**src/rtl/soc_bus_pkg.sv**
```systemverilog
// Shared bus definitions for the arbiter: state encoding, master IDs and bus widths.
package soc_bus_pkg;

  localparam int unsigned BUS_ADDR_W    = 32;
  localparam int unsigned BUS_DATA_W    = 32;
  localparam int unsigned BUS_STRB_W    = 4;
  localparam int unsigned TIMEOUT_CNT_W = 16;

  typedef enum logic {
    IDLE = 1'b0,
    BUSY = 1'b1
  } arb_state_t;

  localparam logic CPU = 1'b0;
  localparam logic DMA = 1'b1;

  typedef struct packed {
    logic [BUS_ADDR_W-1:0] addr;
    logic [BUS_DATA_W-1:0] wdata;
    logic [BUS_STRB_W-1:0] wstrb;
  } bus_req_t;

endpackage

```
**src/rtl/bus_arbiter_if.sv**
```systemverilog
// Two-master / one-slave bus bundle; slave modport is the arbiter's view, master the environment's.
interface bus_arbiter_if;
  import soc_bus_pkg::*;

  logic                  m0_valid;
  logic [BUS_ADDR_W-1:0] m0_addr;
  logic [BUS_DATA_W-1:0] m0_wdata;
  logic [BUS_STRB_W-1:0] m0_wstrb;
  logic                  m0_ready;
  logic [BUS_DATA_W-1:0] m0_rdata;
  logic                  m0_err;

  logic                  m1_valid;
  logic [BUS_ADDR_W-1:0] m1_addr;
  logic [BUS_DATA_W-1:0] m1_wdata;
  logic [BUS_STRB_W-1:0] m1_wstrb;
  logic                  m1_ready;
  logic [BUS_DATA_W-1:0] m1_rdata;
  logic                  m1_err;

  logic                  s_valid;
  logic [BUS_ADDR_W-1:0] s_addr;
  logic [BUS_DATA_W-1:0] s_wdata;
  logic [BUS_STRB_W-1:0] s_wstrb;
  logic                  s_ready;
  logic [BUS_DATA_W-1:0] s_rdata;

  modport slave (
    input  m0_valid, m0_addr, m0_wdata, m0_wstrb,
    output m0_ready, m0_rdata, m0_err,
    input  m1_valid, m1_addr, m1_wdata, m1_wstrb,
    output m1_ready, m1_rdata, m1_err,
    output s_valid, s_addr, s_wdata, s_wstrb,
    input  s_ready, s_rdata
  );

  modport master (
    output m0_valid, m0_addr, m0_wdata, m0_wstrb,
    input  m0_ready, m0_rdata, m0_err,
    output m1_valid, m1_addr, m1_wdata, m1_wstrb,
    input  m1_ready, m1_rdata, m1_err,
    input  s_valid, s_addr, s_wdata, s_wstrb,
    output s_ready, s_rdata
  );

endinterface

```
**src/rtl/bus_timeout.sv**
```systemverilog
// BUSY-cycle watchdog: counts enabled cycles since the last clear and flags the final allowed cycle.
module bus_timeout
  import soc_bus_pkg::*;
#(
  parameter int unsigned TIMEOUT_CYCLES = 255
) (
  input  logic clk,
  input  logic reset,
  input  logic clear,
  input  logic enable,
  output logic expired
);

  logic [TIMEOUT_CNT_W-1:0] r_count;

  always_ff @(posedge clk) begin
    if (reset || clear) begin
      r_count <= '0;
    end else if (enable) begin
      r_count <= r_count + TIMEOUT_CNT_W'(1);
    end
  end

  assign expired = (r_count == TIMEOUT_CNT_W'(TIMEOUT_CYCLES - 1));

endmodule

```
**src/rtl/bus_arbiter.sv**
```systemverilog
// Round-robin arbiter of CPU (m0) and DMA (m1) onto one slave bus.
// Optional slave timeout enabled by defining BUS_ARBITER_TIMEOUT_EN.
module bus_arbiter
  import soc_bus_pkg::*;
#(
  parameter int unsigned TIMEOUT_CYCLES = 255
) (
  input logic           clk,
  input logic           reset,
  bus_arbiter_if.slave  bus
);

  if (TIMEOUT_CYCLES < 1 || TIMEOUT_CYCLES > 65535) begin : g_bad_timeout
    $error("bus_arbiter: TIMEOUT_CYCLES must be within 1..65535");
  end

  arb_state_t r_state;
  logic       r_grant;
  logic       r_prio;

  logic       w_busy;
  logic       w_gnt_valid;
  logic       w_done;
  logic       w_tmo;
  logic       w_fin;
  bus_req_t   w_req;

  assign w_busy      = (r_state == BUSY);
  assign w_gnt_valid = (r_grant == DMA) ? bus.m1_valid : bus.m0_valid;
  assign w_done      = w_busy && w_gnt_valid && bus.s_ready;
  assign w_fin       = w_done || w_tmo;
  assign w_req       = (r_grant == DMA) ? {bus.m1_addr, bus.m1_wdata, bus.m1_wstrb}
                                        : {bus.m0_addr, bus.m0_wdata, bus.m0_wstrb};

`ifdef BUS_ARBITER_TIMEOUT_EN
  logic w_expired;

  bus_timeout #(
    .TIMEOUT_CYCLES (TIMEOUT_CYCLES)
  ) u_timeout (
    .clk     (clk),
    .reset   (reset),
    .clear   (!w_busy),
    .enable  (w_busy && !bus.s_ready),
    .expired (w_expired)
  );

  // s_ready has priority: a timeout only fires when the slave did not answer this cycle.
  assign w_tmo = w_busy && w_gnt_valid && !bus.s_ready && w_expired;
`else
  assign w_tmo = 1'b0;
`endif

  // Arbitration state, grant and round-robin pointer.
  always_ff @(posedge clk) begin
    if (reset) begin
      r_state <= IDLE;
      r_grant <= CPU;
      r_prio  <= CPU;
    end else begin
      case (r_state)
        IDLE: begin
          if (bus.m0_valid && bus.m1_valid) begin
            r_grant <= r_prio;
            r_state <= BUSY;
          end else if (bus.m0_valid) begin
            r_grant <= CPU;
            r_state <= BUSY;
          end else if (bus.m1_valid) begin
            r_grant <= DMA;
            r_state <= BUSY;
          end
        end
        BUSY: begin
          // An abort returns to IDLE without moving the pointer.
          if (!w_gnt_valid) begin
            r_state <= IDLE;
          end else if (w_fin) begin
            r_state <= IDLE;
            r_prio  <= ~r_grant;
          end
        end
        default: r_state <= IDLE;
      endcase
    end
  end

  // Slave request mux and same-cycle completion back to the granted master.
  always_comb begin
    bus.s_valid  = 1'b0;
    bus.s_addr   = '0;
    bus.s_wdata  = '0;
    bus.s_wstrb  = '0;
    bus.m0_ready = 1'b0;
    bus.m0_err   = 1'b0;
    bus.m0_rdata = '0;
    bus.m1_ready = 1'b0;
    bus.m1_err   = 1'b0;
    bus.m1_rdata = '0;

    if (w_busy) begin
      bus.s_valid = w_gnt_valid;
      bus.s_addr  = w_req.addr;
      bus.s_wdata = w_req.wdata;
      bus.s_wstrb = w_req.wstrb;
    end

    if (w_fin) begin
      if (r_grant == DMA) begin
        bus.m1_ready = 1'b1;
        bus.m1_err   = w_tmo;
        bus.m1_rdata = w_done ? bus.s_rdata : '0;
      end else begin
        bus.m0_ready = 1'b1;
        bus.m0_err   = w_tmo;
        bus.m0_rdata = w_done ? bus.s_rdata : '0;
      end
    end
  end

endmodule

```
**src/flat_wrapper.sv**
```systemverilog
// flat-port wrapper written by rule: the top's interface ports become plain ports
module bus_arbiter_flat import soc_bus_pkg::*;
#(
  parameter int unsigned TIMEOUT_CYCLES = 255
)
  (clk, reset, bus_m0_valid, bus_m0_addr, bus_m0_wdata, bus_m0_wstrb, bus_m0_ready, bus_m0_rdata, bus_m0_err, bus_m1_valid, bus_m1_addr, bus_m1_wdata, bus_m1_wstrb, bus_m1_ready, bus_m1_rdata, bus_m1_err, bus_s_valid, bus_s_addr, bus_s_wdata, bus_s_wstrb, bus_s_ready, bus_s_rdata);
  bus_arbiter_if bus_i ();
  input logic clk;
  input logic reset;
  input wire logic [$bits(bus_i.m0_valid)-1:0] bus_m0_valid;
  input wire logic [$bits(bus_i.m0_addr)-1:0] bus_m0_addr;
  input wire logic [$bits(bus_i.m0_wdata)-1:0] bus_m0_wdata;
  input wire logic [$bits(bus_i.m0_wstrb)-1:0] bus_m0_wstrb;
  output wire logic [$bits(bus_i.m0_ready)-1:0] bus_m0_ready;
  output wire logic [$bits(bus_i.m0_rdata)-1:0] bus_m0_rdata;
  output wire logic [$bits(bus_i.m0_err)-1:0] bus_m0_err;
  input wire logic [$bits(bus_i.m1_valid)-1:0] bus_m1_valid;
  input wire logic [$bits(bus_i.m1_addr)-1:0] bus_m1_addr;
  input wire logic [$bits(bus_i.m1_wdata)-1:0] bus_m1_wdata;
  input wire logic [$bits(bus_i.m1_wstrb)-1:0] bus_m1_wstrb;
  output wire logic [$bits(bus_i.m1_ready)-1:0] bus_m1_ready;
  output wire logic [$bits(bus_i.m1_rdata)-1:0] bus_m1_rdata;
  output wire logic [$bits(bus_i.m1_err)-1:0] bus_m1_err;
  output wire logic [$bits(bus_i.s_valid)-1:0] bus_s_valid;
  output wire logic [$bits(bus_i.s_addr)-1:0] bus_s_addr;
  output wire logic [$bits(bus_i.s_wdata)-1:0] bus_s_wdata;
  output wire logic [$bits(bus_i.s_wstrb)-1:0] bus_s_wstrb;
  input wire logic [$bits(bus_i.s_ready)-1:0] bus_s_ready;
  input wire logic [$bits(bus_i.s_rdata)-1:0] bus_s_rdata;
  assign bus_i.m0_valid = bus_m0_valid;
  assign bus_i.m0_addr = bus_m0_addr;
  assign bus_i.m0_wdata = bus_m0_wdata;
  assign bus_i.m0_wstrb = bus_m0_wstrb;
  assign bus_m0_ready = bus_i.m0_ready;
  assign bus_m0_rdata = bus_i.m0_rdata;
  assign bus_m0_err = bus_i.m0_err;
  assign bus_i.m1_valid = bus_m1_valid;
  assign bus_i.m1_addr = bus_m1_addr;
  assign bus_i.m1_wdata = bus_m1_wdata;
  assign bus_i.m1_wstrb = bus_m1_wstrb;
  assign bus_m1_ready = bus_i.m1_ready;
  assign bus_m1_rdata = bus_i.m1_rdata;
  assign bus_m1_err = bus_i.m1_err;
  assign bus_s_valid = bus_i.s_valid;
  assign bus_s_addr = bus_i.s_addr;
  assign bus_s_wdata = bus_i.s_wdata;
  assign bus_s_wstrb = bus_i.s_wstrb;
  assign bus_i.s_ready = bus_s_ready;
  assign bus_i.s_rdata = bus_s_rdata;
  bus_arbiter #(.TIMEOUT_CYCLES(TIMEOUT_CYCLES)) u_core (.clk(clk), .reset(reset), .bus(bus_i));
endmodule
```
**config.mk**
```make
export PLATFORM = sky130hd
export DESIGN_NAME = bus_arbiter_flat
export DESIGN_NICKNAME = d
export VERILOG_FILES = /design/src/rtl/soc_bus_pkg.sv /design/src/rtl/bus_arbiter_if.sv /design/src/rtl/bus_timeout.sv /design/src/rtl/bus_arbiter.sv /design/src/flat_wrapper.sv
export SDC_FILE = /design/constraint.sdc
export NUM_CORES = 1
export LEC_CHECK = 0
export CAP_MARGIN = 20
export CORE_AREA = 2 2 121 123
export DETAILED_ROUTE_END_ITERATION = 12
export DIE_AREA = 0 0 123 125
export REMOVE_ABC_BUFFERS = 1
export SLEW_MARGIN = 10
export SYNTH_ARGS = -nofsm -noshare
export SYNTH_HDL_FRONTEND = slang
export SYNTH_HIERARCHICAL = 1
export SYNTH_SLANG_ARGS = --single-unit
```
**constraint.sdc**
```tcl
create_clock -name clk -period 2.1 [get_ports clk]
set_clock_uncertainty 0.2 [all_clocks]
set_input_delay 0.42 -clock clk [delete_from_list [all_inputs] [get_ports clk]]
set_output_delay 0.42 -clock clk [all_outputs]
set_load 0.005 [all_outputs]
```
==> results.ini, run 1 <==
[outcome]
status = finished with violations
failed_checks = setup timing

[synth]
synth.area.top_cells = mux2i_1, and2_1, nor2_1
syn_area_um2 = 1680
async_flop_share_pct = 0
synth_cell_types = 21
synth.largest_area_cell = mux2i_1
synth_cells = 246
synth_top_area_share_pct = 40.5
ys_dominant_reg_cell = dfxtp_1
yosys_warnings = 6
synth_edf_count = 0
synth-seq-area-share_pct = 3.58
synth_common_cells = mux2i_1, nor2_1, and2_1
synth.avg_cell_area_um2 = 6.83
ys_ff_latch = 3

[placed_design]
place_hpwl_um = 8740
place_inst = 739
port_buffers = 307
gp_congestion = 0.848
place_area_um2 = 5100

[floorplan]
dieArea_um2 = 15400
core_um2 = 14200
die_y_um = 125
start_util_pct = 11.8
pin_count = 310
rows = 44
die_w_um = 123

[clock_tree]
clk_pin_slew_worst_paths_ns = 0.03
cts_buffers = 3
cts_max_level = 1
tritoncts = built
root_buffer = clkbuf_16
worst_skew_pair.late_latency_ns = 0.22
clock-sinks = 3
cts_buffer_depth = 2

[grt]
antenna_found_initial = 0
track_usage_pct = 13.5
grt_pass1_wl_um = 16300
grt-ovfl-total = 0
grt_pass1_vias = 3062
grt_max_degree = 46

[setup_path]
r2r_cells = 5
rr_endpoint = u_core/r_state$_SDFF_PP0_
endpoint_kind = output pin
crit_type = flip-flop to output pin
worstPathMaxFanout = 8
regToRegStartpoint = u_core/r_grant$_SDFFE_PP0P_
crit_arrival_ns = 1.54
startpoint_type = flip-flop
r2r_setup_slack_ns = 0.66
crit_required_ns = 1.48

[hold_path]
hold_path_class = flip-flop to flip-flop
min_to = u_core/r_prio$_SDFFE_PP0P_
min_from = u_core/r_prio$_SDFFE_PP0P_
whs_path_depth = 2

[timing]
period_needed_ns = 2.16
tns_ns = -0.0552
fmax_mhz = 464
finalHoldViolCount = 0
layout_setup_ws_ns = -0.0552
setup_viol = 1
slew_violations = 0
finalCritPeriodShare_pct = 103
fin_hold_ws_ns = 0.295
rsz0062_at_grt = true

[drt]
via_count = 3007
routed_wirelength_um = 11300
final_antenna_net_count = 0
wl_per_cell_um = 14.6
drc = 0
drt-initial-drc-count = 47
first_pass_iters = 4
vias_per_cell = 3.89

[cells_and_area]
final_cells = 774
syn_to_final_growth_pct = 223
antenna_cells = 0
postLayoutCellArea_um2 = 5430
nets = 764
fillers = 1471
drive_gt1_share_pct = 30.7

[pwr]
finalPower_uw = 1260
powerDensity_nw_per_um2 = 232
vdd_drop_max_mv = 0.176
leakage_uw = 0.00251

[run]
maxCapViolCount = 0

==> timing repair <==
action | 4_1_cts | 5_1_grt
hold buffers | 0 | 0
pin swaps | 12 | 15
resized for setup | 304 | 134
gates cloned | 6 | 1
setup buffers | 23 | 6
endpoints found under the setup margin | 135 | 108
==> cell type report <==
type | count | area [um2] | share of cell area [%]
Timing Repair Buffer | 362 | 3480 | 64.1
Multi-Input combinational cell | 218 | 1560 | 28.8
Tap cell | 184 | 230 | 4.24
Clock buffer | 4 | 78.8 | 1.45
Sequential cell | 3 | 67.6 | 1.24
Inverter | 3 | 11.3 | 0.207
==> kinds of logic after synthesis <==
kind of cell    count (synthesis)  share of synthesized area [%]
compound gates                  9                           3.50
buf+inv                        26                           10.1
flops                           3                           3.58
mux                            68                           40.5
other cells                     1                          0.223
simple gates                  139                           42.1
==> flip-flops by register name, indices dropped and copies added, names as in the netlist <==
name / count
u_core/r_prio: 1
u_core/r_grant: 1
u_core/r_state: 1
==> worst max path at each step <==
stage / depth (start not counted) / from / slack, ns / endpoint
after floorplan: 3 / u_core/r_grant$_SDFFE_PP0P_ / -1.84 / bus_m1_rdata[0]
after global placement: 6 / bus_s_ready / -0.54 / bus_m1_rdata[10]
after detailed placement: 6 / bus_s_ready / -0.54 / bus_m1_rdata[10]
after CTS: 5 / u_core/r_grant$_SDFFE_PP0P_ / -0.19 / bus_s_addr[16]
after global routing: 8 / u_core/r_grant$_SDFFE_PP0P_ / -0.12 / bus_m0_rdata[12]
final: 8 / u_core/r_grant$_SDFFE_PP0P_ / -0.06 / bus_m0_rdata[12]
==> routing by layer <==
layer  track usage [%]  share of wire, %  vias to the layer above
met2              26.7                55                      148
met5                 0                 0                        -
met1              14.3                36                     1364
met3              2.78               7.3                       10
li1                  -                 -                     1485
met4              2.94               1.1                        0
==> worst max-delay path: stages, from the launching register on <==
cell and delay, ns:
dfxtp_4 0.40, nand2b_4 0.16, nor2_4 0.04, buf_6 0.11
buf_6 0.13, buf_16 0.13, buf_6 0.11, and2_4 0.12
buf_6 0.10
==> power by group <==
group	switching [uW]	internal (uW)	total (uW)
Combinational	296	594	891
Sequential	6.72	60.8	67.5
Clock	50.9	250	301
Total	354	906	1260
==> metrics by stage <==
step,worst slack [ns],util [%]
floorplan,-1.84,-
global placement,-0.540,35.9
detailed placement,-0.544,35.9
CTS,-0.190,38.8
finish,-0.0552,38.2
global route,-0.119,38.2
==> placed cells by master, fill, tap and decap left out, types with 8 or more instances in the layout <==
| cell type | n |
|---|---|
| clkdlybuf4s50_1 | 167 |
| nor2_1 | 67 |
| mux2i_1 | 63 |
| clkbuf_2 | 42 |
| and2_1 | 40 |
| dlygate4sd2_1 | 38 |
| buf_6 | 34 |
| buf_4 | 27 |
| and2_4 | 24 |
| clkdlybuf4s15_1 | 14 |
| buf_2 | 12 |
| buf_12 | 9 |
| clkdlybuf4s15_2 | 8 |
(Power assumes the default switching activity.)
==> run 2: changes to the inputs <==
Settings changed: PLACE_DENSITY from default to 0.49.
==> run 2 against run 1 <==
Net effect:
- the run now ends clean
- combinational power decreased by 2.6%
- critical path depth decreased by 2
- sequential power decreased by 2%
- setup slack better by 0.065 ns
- utilization is 1.7 points lower
- clock-buffer cell count unchanged
- critical endpoint is now bus_s_addr[11]
==> results.ini, run 2 (synthesis results as in run 1) <==
[hold_path]
whs_path_depth = 2  ; unchanged
min_from = u_core/r_prio$_SDFFE_PP0P_
hold_path_class = flip-flop to flip-flop
min_to = u_core/r_prio$_SDFFE_PP0P_

[clock_tree]
root_buffer = clkbuf_16
cts_buffer_depth = 2  ; unchanged
clock-sinks = 3  ; unchanged
cts_max_level = 1  ; unchanged
worst_skew_pair.late_latency_ns = 0.22  ; about the same
cts_buffers = 3  ; unchanged
tritoncts = built
clk_pin_slew_worst_paths_ns = 0.03  ; about the same
holdBufCountCts = 0  ; unchanged

[timing]
fmax_mhz = 478  ; +3.1%
finalHoldViolCount = 0  ; unchanged
finalCritPeriodShare_pct = 99.5  ; -3.1 points
setup_viol = 0  ; -1
rsz0062_at_grt = true
slew_violations = 0  ; unchanged
tns_ns = 0  ; +0.0552 ns
period_needed_ns = 2.09  ; -0.0648 ns

[setup_path]
cp_cell_sequence = buf_12 > buf_12 > buf_8 > mux2i_1 > nor2_1 > dlygate4sd2_1
crit_required_ns = 1.48  ; about the same
rr_endpoint = u_core/r_prio$_SDFFE_PP0P_
crit_type = flip-flop to output pin
cp_slowest_cell = dfxtp_4
endpoint_kind = output pin
crit_top_cell = buf_12
r2r_setup_slack_ns = 0.65  ; about the same
r2r_cells = 6  ; +1
max_stage_delay_ns = 0.36  ; -0.04 ns
worstPathMaxFanout = 5  ; -3
startpoint_type = flip-flop
crit_arrival_ns = 1.47  ; -0.07 ns
regToRegStartpoint = u_core/r_state$_SDFF_PP0_

[floorplan]
die_w_um = 123  ; unchanged
dieArea_um2 = 15400  ; unchanged
rows = 44  ; unchanged
pin_count = 310  ; unchanged
start_util_pct = 11.8  ; unchanged
core_um2 = 14200  ; unchanged
die_y_um = 125  ; unchanged

[run]
maxCapViolCount = 0  ; unchanged

[grt]
grt_pass1_vias = 3014  ; -1.6%
track_usage_pct = 14.1  ; +0.54 points
grt_pass1_wl_um = 16900  ; +4.0%
grt_max_degree = 47  ; +2.2%
grt-ovfl-total = 0  ; unchanged
antenna_found_initial = 0  ; unchanged

[drt]
first_pass_iters = 4  ; unchanged
vias_per_cell = 3.89  ; about the same
drt-initial-drc-count = 64  ; +36%
drc = 0  ; unchanged
routed_wirelength_um = 11800  ; +5.2%
via_count = 2931  ; -2.5%
wl_per_cell_um = 15.7  ; +8.0%
final_antenna_net_count = 0  ; unchanged

[cells_and_area]
drive_gt1_share_pct = 21.6  ; -9.1 points
antenna_cells = 0  ; unchanged
reg_top3 = u_core/r_grant x1, u_core/r_prio x1, u_core/r_state x1
utilization_pct = 36.5  ; -1.7 points
postLayoutCellArea_um2 = 5180  ; -4.5%
final_cell_mix = clkdlybuf4s50_1, nor2_1, mux2i_1
syn_to_final_growth_pct = 209
final_cells = 754  ; -2.6%
final_common_cell = clkdlybuf4s50_1
nets = 744  ; -2.6%

[pwr]
finalPower_uw = 1240  ; -1.8%
powerDensity_nw_per_um2 = 239  ; +2.8%
leakage_uw = 0.00235  ; -6.4%
vdd_drop_max_mv = 0.199  ; +13%

[placed_design]
port_buffers = 307  ; unchanged
place_inst = 731  ; -1.1%
place_hpwl_um = 9750  ; +12%
place_area_um2 = 5040  ; -1.2%
gp_congestion = 0.864  ; +1.9%

[outcome]
status = complete, no violations

[run 2: how the worst max path moves through the flow]
stage	cells after the start	start	slack, ns	endpoint
floorplan	3	u_core/r_grant$_SDFFE_PP0P_	-1.84	bus_m1_rdata[0]
global placement	6	bus_s_ready	-0.56	bus_m1_rdata[25]
detailed placement	6	bus_s_ready	-0.58	bus_m1_rdata[13]
CTS	7	u_core/r_grant$_SDFFE_PP0P_	-0.19	bus_m0_rdata[27]
global route	6	u_core/r_grant$_SDFFE_PP0P_	-0.06	bus_s_addr[11]
finish	6	u_core/r_grant$_SDFFE_PP0P_	0.01	bus_s_addr[11]
[run 2: worst max-delay path, delay by kind of cell, from the launching register on]
kind	cells	cell delay, ns
buffers and inverters	4	0.65
DFF	1	0.36
muxes	1	0.17
and+or+nand+nor	1	0.06
[run 2: timing repair]
action | CTS | global route
pin swaps | 3 | 4
cloned | 3 | 4
gates resized for setup | 256 | 95
setup buffers | 11 | 3
setup endpoints to repair | 135 | 89
endpoints found under the hold margin | 0 | 0
[run 2: area by class of cell]
| type | count | area [um2] |
|---|---|---|
| Fill cell | 1546 | 9020 |
| Inverter | 3 | 11.3 |
| Multi-Input combinational cell | 218 | 1530 |
| Timing Repair Buffer | 342 | 3270 |
| Sequential cell | 3 | 67.6 |
| Clock buffer | 4 | 78.8 |
| Tap cell | 184 | 230 |
[run 2: report_power, final]
part	leakage [uW]	internal (uW)	switching (uW)	total [uW]
clock	0.0000382	251	52.2	303
sequential	0.0000259	60.8	5.27	66.0
combinational	0.00229	565	302	868
total	0.00235	877	360	1240
[run 2: routing by layer]
metal  global-route usage (%)  share of wire (%)
met1                     15.1                 37
met2                     26.9                 53
met3                     3.97                8.4
met4                     2.74                1.6
met5                        0                  0
[run 2: per-stage QoR]
step                      setup slack [ns]  hold slack, ns
after floorplan                      -1.84           0.261
after global placement              -0.559           0.270
after detailed placement            -0.579           0.280
after CTS                           -0.189           0.287
after global routing               -0.0556           0.315
final                              0.00954           0.293
